<file path="config.mk">
export PLATFORM = sky130hd
export DESIGN_NAME = camera_power_sequencer
export DESIGN_NICKNAME = d
export VERILOG_FILES = /design/src/rtl/camera_power_sequencer.sv
export SDC_FILE = /design/constraint.sdc
export NUM_CORES = 1
export LEC_CHECK = 0
export ABC_AREA = 1
export CAP_MARGIN = 10
export CORE_UTILIZATION = 45
export CTS_CLUSTER_DIAMETER = 30
export DETAILED_ROUTE_END_ITERATION = 6
export GPL_TIMING_DRIVEN = 0
export PLACE_DENSITY = 0.6
export SYNTH_ARGS = -nofsm -noshare
export SYNTH_HDL_FRONTEND = slang
export SYNTH_SLANG_ARGS = --single-unit
</file>
<file path="constraint.sdc">
create_clock -name clk -period 2 [get_ports clk]
set_clock_uncertainty 0.05 [all_clocks]
set_input_delay 0.4 -clock clk [delete_from_list [all_inputs] [get_ports clk]]
set_output_delay 0.4 -clock clk [all_outputs]
set_load 0.01 [all_outputs]
</file>
<file path="src/rtl/camera_power_sequencer.sv">
//==============================================================================
// camera_power_sequencer: OV7670 power-up, reset, settle and SCCB configuration
// sequencing with bounded retries. Revision 1.0
//==============================================================================
`default_nettype none

module camera_power_sequencer #(
    parameter logic [23:0] T_PWDN_CYC      = 24'd250000,
    parameter logic [23:0] T_RST_CYC       = 24'd25000,
    parameter logic [23:0] T_SETTLE_CYC    = 24'd250000,
    parameter logic [23:0] CFG_TIMEOUT_CYC = 24'd2500000,
    parameter logic [1:0]  MAX_RETRIES     = 2'd2
) (
    input  logic       clk,
    input  logic       reset,
    input  logic       pll_locked,
    input  logic       cfg_done,
    input  logic       cfg_error,
    output logic       cam_pwdn,
    output logic       cam_resetn,
    output logic       cfg_start,
    output logic       pipe_reset,
    output logic       seq_ready,
    output logic       seq_fault,
    output logic [2:0] state_dbg
);

    typedef enum logic [2:0] {
        IDLE   = 3'd0,
        PWDN   = 3'd1,
        RST    = 3'd2,
        SETTLE = 3'd3,
        CFG    = 3'd4,
        RUN    = 3'd5,
        FAULT  = 3'd6
    } state_t;

    state_t      state, next_state;
    logic [23:0] count, next_count;
    logic [1:0]  retry_cnt, next_retry_cnt;
    logic        next_cam_pwdn, next_cam_resetn, next_cfg_start;
    logic        next_pipe_reset, next_seq_ready, next_seq_fault;

    always_ff @(posedge clk) begin
        if (reset) begin
            state      <= IDLE;
            count      <= 24'd0;
            retry_cnt  <= 2'd0;
            cam_pwdn   <= 1'b1;
            cam_resetn <= 1'b0;
            cfg_start  <= 1'b0;
            pipe_reset <= 1'b1;
            seq_ready  <= 1'b0;
            seq_fault  <= 1'b0;
        end else begin
            state      <= next_state;
            count      <= next_count;
            retry_cnt  <= next_retry_cnt;
            cam_pwdn   <= next_cam_pwdn;
            cam_resetn <= next_cam_resetn;
            cfg_start  <= next_cfg_start;
            pipe_reset <= next_pipe_reset;
            seq_ready  <= next_seq_ready;
            seq_fault  <= next_seq_fault;
        end
    end

    always_comb begin
        next_state     = state;
        next_count     = count;
        next_retry_cnt = retry_cnt;
        case (state)
            IDLE: begin
                if (pll_locked) begin
                    next_state = PWDN;
                    next_count = T_PWDN_CYC - 24'd1;
                end
            end
            PWDN: begin
                if (count == 24'd0) begin
                    next_state = RST;
                    next_count = T_RST_CYC - 24'd1;
                end else begin
                    next_count = count - 24'd1;
                end
            end
            RST: begin
                if (count == 24'd0) begin
                    next_state = SETTLE;
                    next_count = T_SETTLE_CYC - 24'd1;
                end else begin
                    next_count = count - 24'd1;
                end
            end
            SETTLE: begin
                if (count == 24'd0) begin
                    next_state = CFG;
                    next_count = CFG_TIMEOUT_CYC - 24'd1;
                end else begin
                    next_count = count - 24'd1;
                end
            end
            CFG: begin
                // Error wins over a simultaneous done; a timeout only counts without done.
                if (cfg_error || (!cfg_done && count == 24'd0)) begin
                    if (retry_cnt < MAX_RETRIES) begin
                        next_retry_cnt = retry_cnt + 2'd1;
                        next_state     = PWDN;
                        next_count     = T_PWDN_CYC - 24'd1;
                    end else begin
                        next_state = FAULT;
                    end
                end else if (cfg_done) begin
                    next_state     = RUN;
                    next_retry_cnt = 2'd0;
                end else begin
                    next_count = count - 24'd1;
                end
            end
            RUN:     next_state = RUN;
            FAULT:   next_state = FAULT;
            default: next_state = IDLE;
        endcase

        if (!pll_locked && state != IDLE && state != FAULT) begin
            next_state     = IDLE;
            next_retry_cnt = 2'd0;
        end
    end

    // Outputs are decoded from the next state so the registers line up with state.
    always_comb begin
        next_cam_pwdn   = 1'b1;
        next_cam_resetn = 1'b0;
        next_pipe_reset = 1'b1;
        next_seq_ready  = 1'b0;
        next_seq_fault  = 1'b0;
        next_cfg_start  = (next_state == CFG) && (state != CFG);
        case (next_state)
            RST: next_cam_pwdn = 1'b0;
            SETTLE, CFG: begin
                next_cam_pwdn   = 1'b0;
                next_cam_resetn = 1'b1;
            end
            RUN: begin
                next_cam_pwdn   = 1'b0;
                next_cam_resetn = 1'b1;
                next_pipe_reset = 1'b0;
                next_seq_ready  = 1'b1;
            end
            FAULT:   next_seq_fault = 1'b1;
            default: next_cam_pwdn  = 1'b1;
        endcase
    end

    assign state_dbg = state;

endmodule

`default_nettype wire
</file>
==> key figures, run 1 <==
Outcome
  – Run status: finished clean

Floorplanning
  – # rows: 27
  – Die height: approximately 78 um
  – Die area: 6130 um2
  – Die X-Extent: about 78 um
  – Starting Density: 47.2%
  – I/O pin cnt: 14
  – Core area: 5540 um2

Timing
  – Hold WS: ~450 ps
  – Relative slew margins: 58.3%
  – Final period util: between 90% and 100%
  – Slew at the pin closest to its max-slew limit: 626 ps
  – Max Freq: 0.510 GHz
  – Final setup vio count: 0
  – Final Hold Viols: 0
  – Tmin final: 1960 ps
  – Setup TNS: 0 ps
  – Slew Limit Fails: 0
  – RSZ-0062 raised after global routing: true

Worst setup path
  – Kind of critical path: flip-flop to flip-flop
  – CP max stage delay: 370 ps
  – Worst Path Arrival: 2100 ps
  – Slowest cell on the critical path: dfxtp_2
  – Most used cell, CP: nand3_4
  – CP endpoint kind: flip-flop
  – Critical path peak fanout: 7
  – Critical Path RT: 2140 ps
  – CP cell instances: nor2_4, nand2_1, nor2_2, nand3_4, nand2_4, nand4_4, nand3_4, inv_8, clkbuf_16, o21ai_2, nor2_1
  – Critical Path Start Type: flip-flop

Clock network
  – CTS tree: done
  – Htree depth: 2
  – Clock-pin slew of the registers on the worst-case setup and hold paths: 80 ps
  – Total CTS buffers: 5
  – Clock Latency Late Sink: 290 ps
  – # hold bufs at CTS: 0
  – Clock root buffer: clkbuf_8
  – CTS sink cnt: 35
  – Clk buf depth: 2

Placement
  – HPWL after DPL: 6.07 mm
  – Gpl congestion: 0.951
  – Inst Count DP: 508
  – Port bufs: 12

Run
  – Total of max-cap violations: 0

Power
  – Power per Cell Area: 615 nW/um2
  – Proportion of power drawn by combinational gates: 35.1%
  – Maximum vdd drop: ~0.35 mV
  – Pint: 1240 uW
  – Clock power share: 25.5%
  – P_sw: 760 uW
  – Seq pwr share: 39.4%
  – Leakage Power: 0.00145 uW
  – Sw Ratio: 38.0%

Yosys
  – Cell with the most instances after synthesis: nand2_1
  – Area leader, netlist: dfxtp_1
  – Post-synthesis sequential area ratio: a little over a quarter
  – Most used DFF post-synth: dfxtp_1
  – Top-area cell type share of the netlist area: between 20% and 30%
  – Post-synthesis cell count: about 420
  – Ys Warns: 0
  – Number of synthesized flops with an enable pin: 0
  – Most frequent cells after synthesis: nand2_1 (100), nor2_1 (78), inv_1 (45)
  – Flops & latches, synth: 35
  – Syn_nets: 431
  – Mapped Area: 2620 um2
  – Fraction of registers with async set/reset: 0%
  – Top cells by area, synth: dfxtp_1 (27%), nand2_1 (14%), nor2_1 (11%)
  – Synth unique cells: 38
  – Syn avg cell area: ~6 um2

Drt
  – Antenna Violating Nets Remaining: 0
  – DR vias: 2871
  – Iteration-0 DRC Markers: 199
  – Drt first pass iters: 5
  – Vias per inst: 5.42
  – Drt drc: 0
  – Wire per inst: 15.4 um
  – WL final: between 8 and 9 mm

Cells and area
  – Final Util: 58.7%
  – Area Overhead vs Synth: 24.2%
  – Share of layout cells above drive strength 1: 21.0%
  – Final Non-Filler Cells: 530
  – Diode count: 0
  – Layout fillers: 558
  – Final net count: 464

Global route
  – All-Layer GR Usage: between 20% and 30%
  – Vias in the first global route: 2531
  – Largest net degree at the start of global routing: 12
  – GRT overflow: 0
  – Initial antenna violation count: 0
  – First-pass GRT wire length: approximately 13 mm

Worst hold path
  – Min-Delay Path Class: flip-flop to flip-flop
logic make-up after synthesis:
| family | Yosys count | share of synthesized area, % |
|---|---|---|
| compound gates | 57 | 12.3 |
| xor+xnor | 13 | 4.35 |
| fa+ha+maj | 2 | 0.956 |
| buf+inv | 61 | 10.2 |
| flops | 35 | 26.8 |
| simple gates | 256 | 45.4 |
power by group through the flow:
stage                     logic [uW]  clock network (uW)  registers (uW)
final                            703                 510             788
after CTS                        585                 531             773
after floorplan                  431                   0             775
after global placement           564                   0             788
after global routing             769                 552             793
after detailed placement         567                   0             787
metrics by stage:
| step | cell area, um2 | worst slack [ps] | total power, uW |
|---|---|---|---|
| floorplan | 2620 | 270 | 1210 |
| global placement | 2830 | -120 | 1350 |
| detailed placement | 2830 | -126 | 1350 |
| CTS | 2950 | -8.86 | 1890 |
| global route | 3250 | -40.1 | 2110 |
| finish | 3250 | 38.7 | 2000 |
critical path: cells and delay by family (launching register included):
kind,cells,cell delay [ps]
buffers and inverters,2,240
AO/OA/AOI/OAI,1,120
AND/OR/NAND/NOR,8,1070
flip-flops,1,370
sequential cells by signal, indices dropped and copies added (netlist names):
| register | count |
|---|---|
| pipe_reset | 1 |
| seq_fault | 1 |
| cfg_start | 1 |
| cam_pwdn | 1 |
| seq_ready | 1 |
| cam_resetn | 1 |
| state_dbg | 3 |
| retry_cnt | 2 |
| count | 24 |
layout by cell type (no fill, tap or decap), types with 3 or more instances in the layout:
cell              n
o21ai_0          13
a21oi_1          15
o21bai_1          5
nand3b_1          3
buf_4            13
inv_1            43
xor2_1            8
nor2_1           64
nor2_2           11
o21ai_1           7
clkbuf_1          3
buf_2             4
nand2_4           4
o211ai_1          3
nand3_4           3
dfxtp_1          26
nor2_4           11
clkdlybuf4s50_1  12
dfxtp_2           8
nand3_2           3
nand4_1           9
clkbuf_8          5
xnor2_1           4
nor3_1            6
o21ai_2           6
inv_2             4
nand3_1          35
nand2_1          99
clkinv_2          3
what timing repair did:
action / CTS / global route
pin swaps: 1 / 11
gates cloned: 0 / 1
endpoints found under the setup margin: 22 / 32
resized for setup: 10 / 54
setup buffers: 1 / 12
area by class of cell:
cell class	instances	area [um2]	share of cell area (%)
repair buffers	26	243	7.46
clock inverters	3	15.0	0.462
clock buffers	5	68.8	2.12
inverters	49	194	5.96
flip-flops and latches	35	714	22.0
well taps	72	90.1	2.77
plain buffers	12	100	3.08
multi-input cells	328	1830	56.2
path summary, 6_finish.rpt:
check,startpoint,end,slack [ps],cells after the start
setup / recovery,count[7],count[12],40,11
hold / removal,count[23],count[23],450,2
setup reg to reg,count[7],count[12],40,11
hold reg to reg,count[23],count[23],450,2
per-layer routing:
layer	share of wire [%]	wire (um)	vias up	track usage, %
li1	-	-	1440	-
met1	47	3860	1335	37.7
met2	47	3800	81	44.7
met3	4.1	336	15	4.19
met4	1.9	153	0	7.41
met5	0	0	-	0
Power figures use the tool's default switching activity.
==> run 2, diff against run 1 <==
--- a/config.mk
+++ b/config.mk
@@ -11,7 +11,7 @@
 export CTS_CLUSTER_DIAMETER = 30
 export DETAILED_ROUTE_END_ITERATION = 6
 export GPL_TIMING_DRIVEN = 0
-export PLACE_DENSITY = 0.6
+export PLACE_DENSITY = 0.62
 export SYNTH_ARGS = -nofsm -noshare
 export SYNTH_HDL_FRONTEND = slang
 export SYNTH_SLANG_ARGS = --single-unit
==> constraint.sdc (replaced) <==
create_clock -name clk -period 1.8 [get_ports clk]
set_clock_uncertainty 0.05 [all_clocks]
set_input_delay 0.36 -clock clk [delete_from_list [all_inputs] [get_ports clk]]
set_output_delay 0.36 -clock clk [all_outputs]
set_load 0.01 [all_outputs]
==> run 2 against run 1 <==
Compared with the run above:
- the run now ends with setup timing left
- die area did not move
- routed wire length rose by 10%
- combinational power is 32% higher
- global-route usage grew 2.6 points
- maximum frequency grew 3.3%
- utilization grew 7.2 points
- cell count up 3.8%
- cell area is 12% higher
- register-to-register slack got worse by 140 ps
- via count up 4.9%
- critical path type unchanged
- critical endpoint is now count[19]
==> key figures, run 2 (same netlist as run 1, synthesis figures left out) <==
Timing
  – Slew Limit Fails: 0
  – RSZ-0062 raised after global routing: true
  – Final setup vio count: 28
  – Final Hold Viols: 0
  – Hold WS: 411 ps
  – Setup ws final: -98.1 ps
  – Relative slew margins: around three fifths
  – Final period util: 105%
  – Tmin final: 1900 ps
  – Slew at the pin closest to its max-slew limit: 608 ps
  – Max Freq: between 0.5 and 0.6 GHz
  – Setup TNS: -1220 ps

Floorplanning
  – Starting Density: 47.2%
  – Die area: 6130 um2
  – Core area: 5540 um2
  – Die X-Extent: ~78 um
  – I/O pin cnt: 14
  – # rows: 27
  – Die height: 78.3 um

Cells and area
  – Largest register FFs: 24
  – Final Non-Filler Cells: between 500 and 600
  – Share of layout cells above drive strength 1: 32.6%
  – Area Overhead vs Synth: 39.6%
  – Final net count: 484
  – Diode count: 0
  – Commonest cells after routing, fill and taps aside: nand2_1 (93), nor2_1 (56), inv_1 (39)
  – Most flops, register: count
  – Commonest non-fill, non-tap cell in the layout: nand2_1
  – Final Util: approximately 66%
  – Layout fillers: 491

Outcome
  – Run status: finished, violations left
  – Failing checks: setup timing

Global route
  – First-pass GRT wire length: 13.9 mm
  – Largest net degree at the start of global routing: 14
  – All-Layer GR Usage: 30.1%
  – GRT overflow: 0
  – Initial antenna violation count: 0
  – Vias in the first global route: 2814

Clock network
  – Clk buf depth: 2
  – Total CTS buffers: 5
  – CTS tree: done
  – Htree depth: 2
  – Clock root buffer: clkbuf_8
  – Clock-pin slew of the registers on the worst-case setup and hold paths: 80 ps
  – CTS sink cnt: 35
  – Clock Latency Late Sink: 300 ps
  – # hold bufs at CTS: 0

Drt
  – Drt first pass iters: 5
  – DR vias: 3012
  – Iteration-0 DRC Markers: roughly 300
  – Drt drc: 0
  – Vias per inst: 5.48
  – WL final: 8.98 mm
  – Antenna Violating Nets Remaining: 0
  – Wire per inst: between 15 and 20 um

Worst setup path
  – Worst Path Arrival: 2050 ps
  – Critical Path Start Type: flip-flop
  – Critical Path RT: 1950 ps
  – Kind of critical path: flip-flop to flip-flop
  – Flop2flop setup slack: -100 ps
  – Critical path peak fanout: 7
  – CP endpoint kind: flip-flop

Placement
  – Gpl congestion: ~0.96
  – HPWL after DPL: 6.16 mm
  – Inst Count DP: 508
  – Port bufs: 12

Run
  – Total of max-cap violations: 0

Power
  – Maximum vdd drop: 0.562 mV
  – Leakage Power: 0.00160 uW
  – Power per Cell Area: 702 nW/um2

Worst hold path
  – Min-Delay Path Class: input pin to flip-flop
## run 2: changes by cell type in the layout (fill, tap and decap cells not counted), sizes merged
cell,before,now
buf,21,42
clkinv,3,1
bufinv,0,1
clkbuf,10,9
inv,49,50
## run 2: cell type report
cell class	instances	area [um2]	share of cell area (%)
plain buffers	11	97.6	2.67
clock inverters	3	47.5	1.30
clock buffers	5	68.8	1.88
inverters	49	191	5.24
well taps	72	90.1	2.47
flip-flops and latches	35	734	20.1
repair buffers	47	432	11.8
multi-input cells	328	1990	54.5
## run 2: final timing paths
kind / startpoint / end / depth (start not counted)
setup / recovery: count[12] / count[19] / 12
hold / removal: reset / count[4] / 2
setup reg to reg: count[12] / count[19] / 12
hold reg to reg: count[5] / count[5] / 2
## run 2: critical path, stage by stage, from the launching register on
cell	delay (ps)
dfxtp_4	370
nor2_4	160
nand2_4	100
nor2_4	130
nand3_4	160
nand2_4	140
nand4_4	100
nand3_4	140
buf_6	140
clkbuf_16	140
o21bai_1	60
nand2_1	60
nor2_1	40
## run 2: layer usage
layer / GRT usage, % / vias up / share of wire [%] / wire [um]
li1: - / 1477 / - / -
met5: 0 / - / 0 / 0
met1: 38.7 / 1423 / 44 / 3980
met2: 49.8 / 87 / 48 / 4310
met3: 7.21 / 25 / 5.2 / 470
met4: 8.70 / 0 / 2.4 / 216
## run 2: timing repair
item                       in CTS  in global routing
cloned                          1                  1
buffers inserted               25                  8
pin swaps                      19                 24
gates resized for setup        61                 67
setup endpoints to repair      35                 35
## run 2: per-stage QoR
step	instance area (um2)	power, uW	setup WS [ps]
3_5_place_dp	2830	1500	-275
2_1_floorplan	2620	1340	69.7
4_1_cts	3330	2420	-60.3
3_3_place_gp	2830	1490	-291
5_1_grt	3650	2710	-174
6_report	3650	2560	-98.1
## run 2: where the power goes
part	internal (uW)	leakage, uW	switching (uW)
combinational	381	0.00125	549
clock	420	0.0000587	336
sequential	815	0.000294	63.2
total	1620	0.00160	948
